<file path="src/rtl/mem_pkg.sv">
`default_nettype none
// ============================================================================
//  Module      : mem_pkg
//  Description : Shared types for the load/store unit: access-size encoding,
//                FSM state encoding and the timeout-counter width helper.
//  Revision    : 1.0 - initial release
// ============================================================================
package mem_pkg;

  // Access size as carried on req_size; encoding 2'd3 is the illegal size.
  typedef enum logic [1:0] {
    SZ_BYTE = 2'd0,
    SZ_HALF = 2'd1,
    SZ_WORD = 2'd2
  } mem_size_t;

  typedef enum logic [1:0] {
    IDLE  = 2'd0,
    ISSUE = 2'd1,
    WAIT  = 2'd2,
    RESP  = 2'd3
  } lsu_state_t;

  // Wait counter is at least 8 bits so small timeouts keep a familiar width.
  function automatic int unsigned lsu_cnt_width(input int unsigned t);
    return (t < 256) ? 8 : $clog2(t + 1);
  endfunction

endpackage
`default_nettype wire

</file>
<file path="src/rtl/lsu_align.sv">
`default_nettype none
// ============================================================================
//  Module      : lsu_align
//  Description : Combinational lane logic for the load/store unit.
//                Ports: i_size / i_addr_lo / i_unsigned describe the access,
//                i_wdata is right-aligned store data, i_mem_rdata the memory
//                word; o_misalign flags alignment or illegal-size faults,
//                o_wmask / o_wdata are the store byte enables and replicated
//                data, o_rdata the extended load result.
//  Revision    : 1.0 - initial release
// ============================================================================
module lsu_align
  import mem_pkg::*;
(
  input  logic [1:0]  i_size,
  input  logic [1:0]  i_addr_lo,
  input  logic        i_unsigned,
  input  logic [31:0] i_wdata,
  input  logic [31:0] i_mem_rdata,
  output logic        o_misalign,
  output logic [3:0]  o_wmask,
  output logic [31:0] o_wdata,
  output logic [31:0] o_rdata
);

  logic [7:0]  w_byte;
  logic [15:0] w_half;

  assign w_byte = i_mem_rdata[{i_addr_lo, 3'b000} +: 8];
  assign w_half = i_mem_rdata[{i_addr_lo[1], 4'b0000} +: 16];

  always_comb begin
    o_misalign = 1'b0;
    o_wmask    = 4'b0000;
    o_wdata    = i_wdata;
    o_rdata    = 32'h0;
    case (i_size)
      SZ_BYTE: begin
        o_wmask = 4'b0001 << i_addr_lo;
        o_wdata = {4{i_wdata[7:0]}};
        o_rdata = {{24{w_byte[7] & ~i_unsigned}}, w_byte};
      end
      SZ_HALF: begin
        o_misalign = i_addr_lo[0];
        o_wmask    = 4'b0011 << i_addr_lo;
        o_wdata    = {2{i_wdata[15:0]}};
        o_rdata    = {{16{w_half[15] & ~i_unsigned}}, w_half};
      end
      SZ_WORD: begin
        o_misalign = |i_addr_lo;
        o_wmask    = 4'b1111;
        o_rdata    = i_mem_rdata;
      end
      default: begin
        o_misalign = 1'b1;
      end
    endcase
  end

endmodule
`default_nettype wire

</file>
<file path="src/rtl/mem_lsu.sv">
`default_nettype none
// ============================================================================
//  Module      : mem_lsu
//  Description : Load/store unit between the execute stage and a
//                word-addressed memory port. One access in flight at a time.
//                Ports: i_req_* CPU request (valid/we/size/unsigned/addr/
//                wdata) with o_req_ready; o_resp_* one-cycle response with
//                load data and misaligned/timeout fault flags; o_mem_* memory
//                address, data, mask and strobes; i_mem_rdata / i_mem_done
//                memory return path.
//  Revision    : 1.0 - initial release
// ============================================================================
module mem_lsu
  import mem_pkg::*;
#(
  parameter int unsigned TIMEOUT_CYCLES = 255
) (
  input  logic        clk,
  input  logic        rst,
  input  logic        i_req_valid,
  output logic        o_req_ready,
  input  logic        i_req_we,
  input  logic [1:0]  i_req_size,
  input  logic        i_req_unsigned,
  input  logic [31:0] i_req_addr,
  input  logic [31:0] i_req_wdata,
  output logic        o_resp_valid,
  output logic [31:0] o_resp_rdata,
  output logic        o_resp_misaligned,
  output logic        o_resp_timeout,
  output logic [31:0] o_mem_addr,
  output logic [31:0] o_mem_wdata,
  output logic [3:0]  o_mem_wmask,
  output logic        o_mem_wen,
  output logic        o_mem_ren,
  input  logic [31:0] i_mem_rdata,
  input  logic        i_mem_done
);

  localparam int unsigned CW = lsu_cnt_width(TIMEOUT_CYCLES);
  localparam logic [CW-1:0] C_TMO = CW'(TIMEOUT_CYCLES);

  localparam logic [1:0] S_IDLE  = IDLE;
  localparam logic [1:0] S_ISSUE = ISSUE;
  localparam logic [1:0] S_WAIT  = WAIT;
  localparam logic [1:0] S_RESP  = RESP;

  logic [1:0]    r_state;
  logic          r_we;
  logic [1:0]    r_size;
  logic [1:0]    r_lo;
  logic          r_uns;
  logic [CW-1:0] r_cnt;
  logic [31:0]   r_mem_addr;
  logic [31:0]   r_mem_wdata;
  logic [3:0]    r_mem_wmask;
  logic          r_resp_valid;
  logic [31:0]   r_resp_rdata;
  logic          r_resp_mis;
  logic          r_resp_to;

  logic          w_idle;
  logic [1:0]    w_size;
  logic [1:0]    w_lo;
  logic          w_misalign;
  logic [3:0]    w_st_mask;
  logic [31:0]   w_st_data;
  logic [31:0]   w_ld_data;
  logic [CW-1:0] w_cnt_next;

  // In IDLE the aligner decodes the incoming request; afterwards it decodes
  // the captured access so the load lane can be picked from i_mem_rdata.
  assign w_idle     = (r_state == S_IDLE);
  assign w_size     = w_idle ? i_req_size : r_size;
  assign w_lo       = w_idle ? i_req_addr[1:0] : r_lo;
  assign w_cnt_next = (&r_cnt) ? r_cnt : r_cnt + 1'b1;

  lsu_align u_align (
    .i_size      (w_size),
    .i_addr_lo   (w_lo),
    .i_unsigned  (r_uns),
    .i_wdata     (i_req_wdata),
    .i_mem_rdata (i_mem_rdata),
    .o_misalign  (w_misalign),
    .o_wmask     (w_st_mask),
    .o_wdata     (w_st_data),
    .o_rdata     (w_ld_data)
  );

  always_ff @(posedge clk or posedge rst) begin
    if (rst) begin
      r_state      <= S_IDLE;
      r_we         <= 1'b0;
      r_size       <= 2'b00;
      r_lo         <= 2'b00;
      r_uns        <= 1'b0;
      r_cnt        <= '0;
      r_mem_addr   <= 32'h0;
      r_mem_wdata  <= 32'h0;
      r_mem_wmask  <= 4'h0;
      r_resp_valid <= 1'b0;
      r_resp_rdata <= 32'h0;
      r_resp_mis   <= 1'b0;
      r_resp_to    <= 1'b0;
    end else begin
      // Response fields are zero whenever no response is being presented.
      r_resp_valid <= 1'b0;
      r_resp_rdata <= 32'h0;
      r_resp_mis   <= 1'b0;
      r_resp_to    <= 1'b0;
      case (r_state)
        S_IDLE: begin
          if (i_req_valid) begin
            r_we   <= i_req_we;
            r_size <= i_req_size;
            r_lo   <= i_req_addr[1:0];
            r_uns  <= i_req_unsigned;
            if (w_misalign) begin
              r_state      <= S_RESP;
              r_resp_valid <= 1'b1;
              r_resp_mis   <= 1'b1;
            end else begin
              r_state     <= S_ISSUE;
              r_cnt       <= '0;
              r_mem_addr  <= {i_req_addr[31:2], 2'b00};
              r_mem_wdata <= i_req_we ? w_st_data : 32'h0;
              r_mem_wmask <= i_req_we ? w_st_mask : 4'h0;
            end
          end
        end
        // A done seen here may be stale from the previous transaction.
        S_ISSUE: r_state <= S_WAIT;
        S_WAIT: begin
          if (i_mem_done || (w_cnt_next >= C_TMO)) begin
            r_state      <= S_RESP;
            r_resp_valid <= 1'b1;
            r_resp_to    <= ~i_mem_done;
            r_resp_rdata <= (i_mem_done && !r_we) ? w_ld_data : 32'h0;
            r_mem_addr   <= 32'h0;
            r_mem_wdata  <= 32'h0;
            r_mem_wmask  <= 4'h0;
          end else begin
            r_cnt <= w_cnt_next;
          end
        end
        S_RESP:  r_state <= S_IDLE;
        default: r_state <= S_IDLE;
      endcase
    end
  end

  assign o_req_ready       = w_idle;
  assign o_mem_wen         = (r_state == S_ISSUE) & r_we;
  assign o_mem_ren         = (r_state == S_ISSUE) & ~r_we;
  assign o_mem_addr        = r_mem_addr;
  assign o_mem_wdata       = r_mem_wdata;
  assign o_mem_wmask       = r_mem_wmask;
  assign o_resp_valid      = r_resp_valid;
  assign o_resp_rdata      = r_resp_rdata;
  assign o_resp_misaligned = r_resp_mis;
  assign o_resp_timeout    = r_resp_to;

endmodule
`default_nettype wire

</file>
<file path="config.mk">
export PLATFORM = sky130hd
export DESIGN_NAME = mem_lsu
export DESIGN_NICKNAME = d
export VERILOG_FILES = /design/src/rtl/mem_pkg.sv /design/src/rtl/lsu_align.sv /design/src/rtl/mem_lsu.sv
export SDC_FILE = /design/constraint.sdc
export NUM_CORES = 1
export LEC_CHECK = 0
export BUFFER_PORTS_ARGS = -buffer_cell sky130_fd_sc_hd__buf_4
export CAP_MARGIN = 20
export CORE_ASPECT_RATIO = 1.1
export CORE_MARGIN = 10
export CORE_UTILIZATION = 29
export DETAILED_ROUTE_END_ITERATION = 6
export PLACE_DENSITY = 0.63
export SLEW_MARGIN = 10
export SYNTH_ARGS = -nofsm -noshare
export SYNTH_HDL_FRONTEND = slang
export SYNTH_SLANG_ARGS = --single-unit
</file>
<file path="constraint.sdc">
create_clock -name clk -period 4 [get_ports clk]
set_input_delay 0.6 -clock clk [delete_from_list [all_inputs] [get_ports clk]]
set_output_delay 0.6 -clock clk [all_outputs]
set_load 0.03 [all_outputs]
</file>
Word level (Yosys, flattened, before mapping)
Cells that the tools add are included.

storage, ports and cells
  register bits after elaboration = 119
  latch bits = 0
  RAM bits = 0
  memory bits (read-only) = 0
  bits of input ports = 104
  output and inout bits = 106
  word-level logic and storage cells = 85
  memories = 0

cells by class
  add/subtract/negate cells = 1
  $mul = 0
  div/mod/pow operators = 0
  $lt $le $gt $ge = 1
  equal/unequal tests = 9
  shift-type cells = 4
  mux-type cells = 38
  bitwise gates (word level) = 7
  reduce and logical (&&, ||, !) cells = 12

operators with widths
  cell                 count
  $mux 32              9
  $pmux 32 s2          3
  $pmux 32 s3          1
  $mux 8               4
  $shiftx 32x6->16     1
  $shiftx 32x6->8      1
  $mux 4               4
  $pmux 8 s2           1
  $pmux 4 s3           1
  $mux 2               5
  $add 8x1->8 const B  1
  $ge 8x8->1 const B   1
  $ne 2x2->1 const B   4
  $pmux 2 s4           1
  $pmux 4 s2           1
  $reduce_and 4->1     2
  $reduce_and 8->1     1
  $eq 2x2->1 const B   3
  $mux 1               6
  $and 1x1->1          4
  $eq 2x1->1 const B   2
  $logic_not 2->1      2
  $reduce_and 2->1     2
  $shl 1x2->4 const A  1
  9 further kinds      11

Longest topological paths before layout
  word-level depth = 8
  gate-level depth with buffers = 11
  depth with buffers taken out = 8

Modules after synthesis
From an unflattened synthesis, not the netlist that was laid out.

second synthesis, totals
  cell total of the unflattened synthesis = 538
  area total of the unflattened synthesis = 5985.7 um^2

modules (own cells, without submodules)
  module     instances  cells each  area an instance (um^2)  seq. area each (um^2)
  mem_lsu    1          340         4534.3                   2927.8
  lsu_align  1          198         1451.4                   0.0

Worst setup path after synthesis
OpenSTA, ideal clock, no wires.

  kind = reg2reg
  from = reg r_state[0]
  to = reg r_mem_wdata[26], in the netlist o_mem_wdata[26]
  library setup time = 0.125 ns
  data arrival time = 2.605 ns
  data required time = 3.875 ns
  slack = 1.270 ns
  cell stages (with the launch flop) = 11
  buffers on the path = 2
  clock period less this slack = 2.730 ns
  cells stage by stage = dfrtp_1 -> inv_1 -> ha_1 -> buf_4 -> or3_1 -> o31ai_1 -> a211oi_1 -> a2bb2oi_2 -> a21o_4 -> buf_12 -> mux2_2

on the way
  word-level cells in the longest chain between the ends = 8
  elaborated cells on any way between the ends = 19
  classes of those cells = 6 x eq/ne; 8 x mux; 5 x reduce/logical

ends and longest elaborated chain
  element                                               RTL line         RTL
  start, declared                                       mem_lsu.sv:48    logic [1:0] r_state;
  start signal, assigned                                mem_lsu.sv:92    r_state <= S_IDLE;
  start signal, assigned                                mem_lsu.sv:119   r_state <= S_RESP;
  start signal, assigned                                mem_lsu.sv:123   r_state <= S_ISSUE;
  $logic_not 2->1 *                                     mem_lsu.sv:73    assign w_idle = (r_state == S_IDLE);
  via o_req_ready                                       mem_lsu.sv:21    output logic o_req_ready,
  $mux 2                                                mem_lsu.sv:74    assign w_size = w_idle ? i_req_size : r_size;
  $eq 2x1->1 / $logic_not 2->1 (equally long branches)  lsu_align.sv:37  case (i_size)
  $pmux 32 s2                                           lsu_align.sv:37
  $mux 32                                               mem_lsu.sv:126   r_mem_wdata <= i_req_we ? w_st_data : 32'h0;
  $mux 32                                               mem_lsu.sv:118   if (w_misalign) begin
  $mux 32                                               mem_lsu.sv:113   if (i_req_valid) begin
  $pmux 32 s2                                           mem_lsu.sv:111   case (r_state)
  end signal, assigned                                  mem_lsu.sv:126
  end, declared                                         mem_lsu.sv:55    logic [31:0] r_mem_wdata;

Mark *: on every way through the listed nets, which the timed path passes. The rest lies on a longest branch. The select of a mux whose other input is x is not followed.
A chain may end at the register's enable or synchronous reset.

Worst setup path in the final report
  from = reg r_state[0]
  to = reg r_mem_wdata[22], in the netlist o_mem_wdata[22]

on the way
  word-level cells in the longest chain between the ends = 8
  elaborated cells on any way between the ends = 19
  classes of those cells = 6 x eq/ne; 8 x mux; 5 x reduce/logical

ends and longest elaborated chain
  element                                               RTL line
  $logic_not 2->1                                       mem_lsu.sv:73, mem_lsu.sv:111
  $mux 2                                                mem_lsu.sv:74
  $eq 2x1->1 / $logic_not 2->1 (equally long branches)  lsu_align.sv:37
  $pmux 32 s2                                           lsu_align.sv:37
  $mux 32                                               mem_lsu.sv:126
  $mux 32                                               mem_lsu.sv:118
  $mux 32                                               mem_lsu.sv:113
  $pmux 32 s2                                           mem_lsu.sv:111

Several ways; a longest one is shown, not always the timed one. The select of a mux whose other input is x is not followed.

==> impl_metrics.json <==
{
  "end_kind": "flop",
  "cts_buffer_depth": 2,
  "fillCellCount": 1806,
  "drt_pass1_iterations": 5,
  "cp.arrival_ns": 3.63,
  "root_buffer": "clkbuf_16",
  "synthCells": 475,
  "grt_pass1_wl_um": 28300,
  "grt_antenna_before_repair": 0,
  "hold_viol": 0,
  "yosys_warnings": 0,
  "layout_common_cells": "buf_4 (219), dfrtp_1 (117), a22o_1 (48), nand2_1 (35), mux2i_1 (28)",
  "fin_setup_tns_ns": 0,
  "fmax_mhz": 302,
  "die_area_um2": 24800,
  "grt_use_total": 0.147,
  "cts_tree": "built",
  "holdWs_ns": 0.355,
  "max-cap-violations": 0,
  "die_height_um": 164,
  "initial_core_util": 0.297,
  "gp_congestion": 0.888,
  "tightest_slew_ns": 0.954,
  "numCtsBuffers": 17,
  "syn_area_per_cell_um2": 11.6,
  "crit_fanout": 45,
  "required_ns": 4.32,
  "period_needed_ns": 3.31,
  "ys.flop_type": "dfrtp_1",
  "fin_nets": 788,
  "rows": 52,
  "rsz0062_at_grt": "false",
  "totalPowerFinal_mw": 6.80,
  "n_antenna_cell": 0,
  "finalSetupViolCount": 0,
  "seq_area_um2": 2930,
  "p_leak_nw": 3.77,
  "layout_commonest_cell": "buf_4",
  "clk_latency_ns": 0.42,
  "fin_skew_ns": 0.0116,
  "syn_to_final_growth_pct": 41.6,
  "grt_overflow": 0,
  "synth_edf_count": 0,
  "pre_cts_slack_ns": 0.636,
  "hold_buffers": 0,
  "async_flop_share": 1.00,
  "ir_worst_vdd_mv": 0.408,
  "cts.clk_slew.worst_paths_ns": 0.06,
  "start_kind": "flop",
  "multi_input_area_um2": 2320,
  "post_cts_buffers": 0,
  "routed_wl_um": 18700,
  "setup_slack_ns": 0.689,
  "netlist-cell-type-count": 60,
  "ys_ff_latch": 117,
  "fin_util": 0.420,
  "wl_per_cell_um": 20.0,
  "slew_viol_final": 0,
  "grt_max_degree": 68,
  "vias": 4731,
  "core_um2": 18500,
  "power.density_nw_per_um2": 875,
  "post-route-period-util": 0.828,
  "cts.sinks": 117,
  "syn-cell-area_um2": 5490,
  "drive_gt1_frac": 0.401,
  "port-buffer-count": 207,
  "ctsResizeCount": 0,
  "viasPerCell": 5.05,
  "yosysSeqAreaShare": 0.534,
  "dp_hpwl_um": 14000,
  "drc": 0,
  "hp-class": "primary input to asynchronous set/reset pin",
  "crit_type": "flop to flop",
  "max_slew_margin": 0.361,
  "status": "finished, final reports clean",
  "antenna_left": 0,
  "ioPinCount": 210,
  "first_iter_violations": 366,
  "h-tree-depth": 4,
  "die-width_um": 151,
  "grt_pass1_vias": 4876
}
## flip-flops by register name, indices dropped and copies added (netlist names)
name and cells:
o_mem_addr 30, r_we 1, o_resp_misaligned 1, r_lo 2, o_resp_valid 1, r_state 2, o_resp_timeout 1, r_cnt 8
o_mem_wdata 32, o_resp_rdata 32, r_uns 1, o_mem_wmask 4, r_size 2
## layer usage
metal / GRT usage / wire length, µm / up-vias
met5: 0 / 0 / -
met4: 0.0486 / 266 / 0
met2: 0.238 / 9290 / 191
met3: 0.0413 / 1280 / 17
met1: 0.184 / 7860 / 2312
li1: - / - / 2211
## worst max-delay path, cell delays in order, from the launching register on
cell	delay (ns)
dfrtp_1	0.40
inv_1	0.09
ha_1	0.49
mux2i_1	0.14
buf_4	0.18
a211oi_1	0.48
a2bb2oi_2	0.44
a21o_4	0.49
buf_4	0.36
o2bb2ai_1	0.15
## cells in the mapped netlist (all sizes together) (3+ instances only)
master	number	area (µm²)
dfrtp	117	2930
a22o	48	420
nand2	35	131
mux2i	30	300
o21ai	26	130
nor2	25	93.8
buf	19	178
a21oi	18	101
o2bb2ai	17	149
mux2	16	180
clkbuf	15	57.6
a211oi	11	82.6
nand3	9	50.1
a222oi	8	80.1
a22oi	8	60.1
inv	8	30.0
nor3	5	25.0
ha	4	50.1
o211ai	4	30.0
o22ai	4	31.3
a31oi	3	18.8
o31ai	3	22.5
or2	3	18.8
## cells by family after synthesis
group           count (synthesis)  share of synthesized area
buf+inv                        42                     0.0483
other cells                     1                   0.000683
mux                            46                     0.0876
fa+ha+maj                       4                    0.00912
simple gates                   99                     0.0867
flops                         117                      0.534
compound gates                166                      0.234
## worst paths after layout
| check | start | end | slack, ns | depth (start not counted) |
|---|---|---|---|---|
| max reg2reg | r_state[0] | o_mem_wdata[22] | 0.69 | 9 |
| max in group asynchronous | rst | o_mem_wdata[6] | 2.71 | 3 |
| min reg2reg | o_mem_wdata[20] | o_mem_wdata[20] | 0.50 | 1 |
| min in group clk | i_req_addr[22] | o_mem_addr[22] | 0.40 | 2 |
| max | r_state[0] | o_mem_wdata[22] | 0.69 | 9 |
| min | rst | o_mem_addr[19] | 0.35 | 2 |
## through the flow
stage,cells,cell area (µm²)
final,936,7770
after floorplan,476,5490
after global placement,904,7220
after CTS,936,7770
after detailed placement,904,7220
after global routing,936,7770
## power breakdown
group | internal [mW] | switching (mW)
sequential | 1.60 | 0.261
combinational | 1.39 | 2.15
clock | 0.813 | 0.583
## cell type report
type / instances / area share
flip-flops and latches: 117 / 0.377
multi-input cells: 317 / 0.298
repair buffers: 219 / 0.212
clock buffers: 19 / 0.0570
well taps: 243 / 0.0391
clock inverters: 13 / 0.0130
inverters: 8 / 0.00419
(Power assumes the default switching activity.)
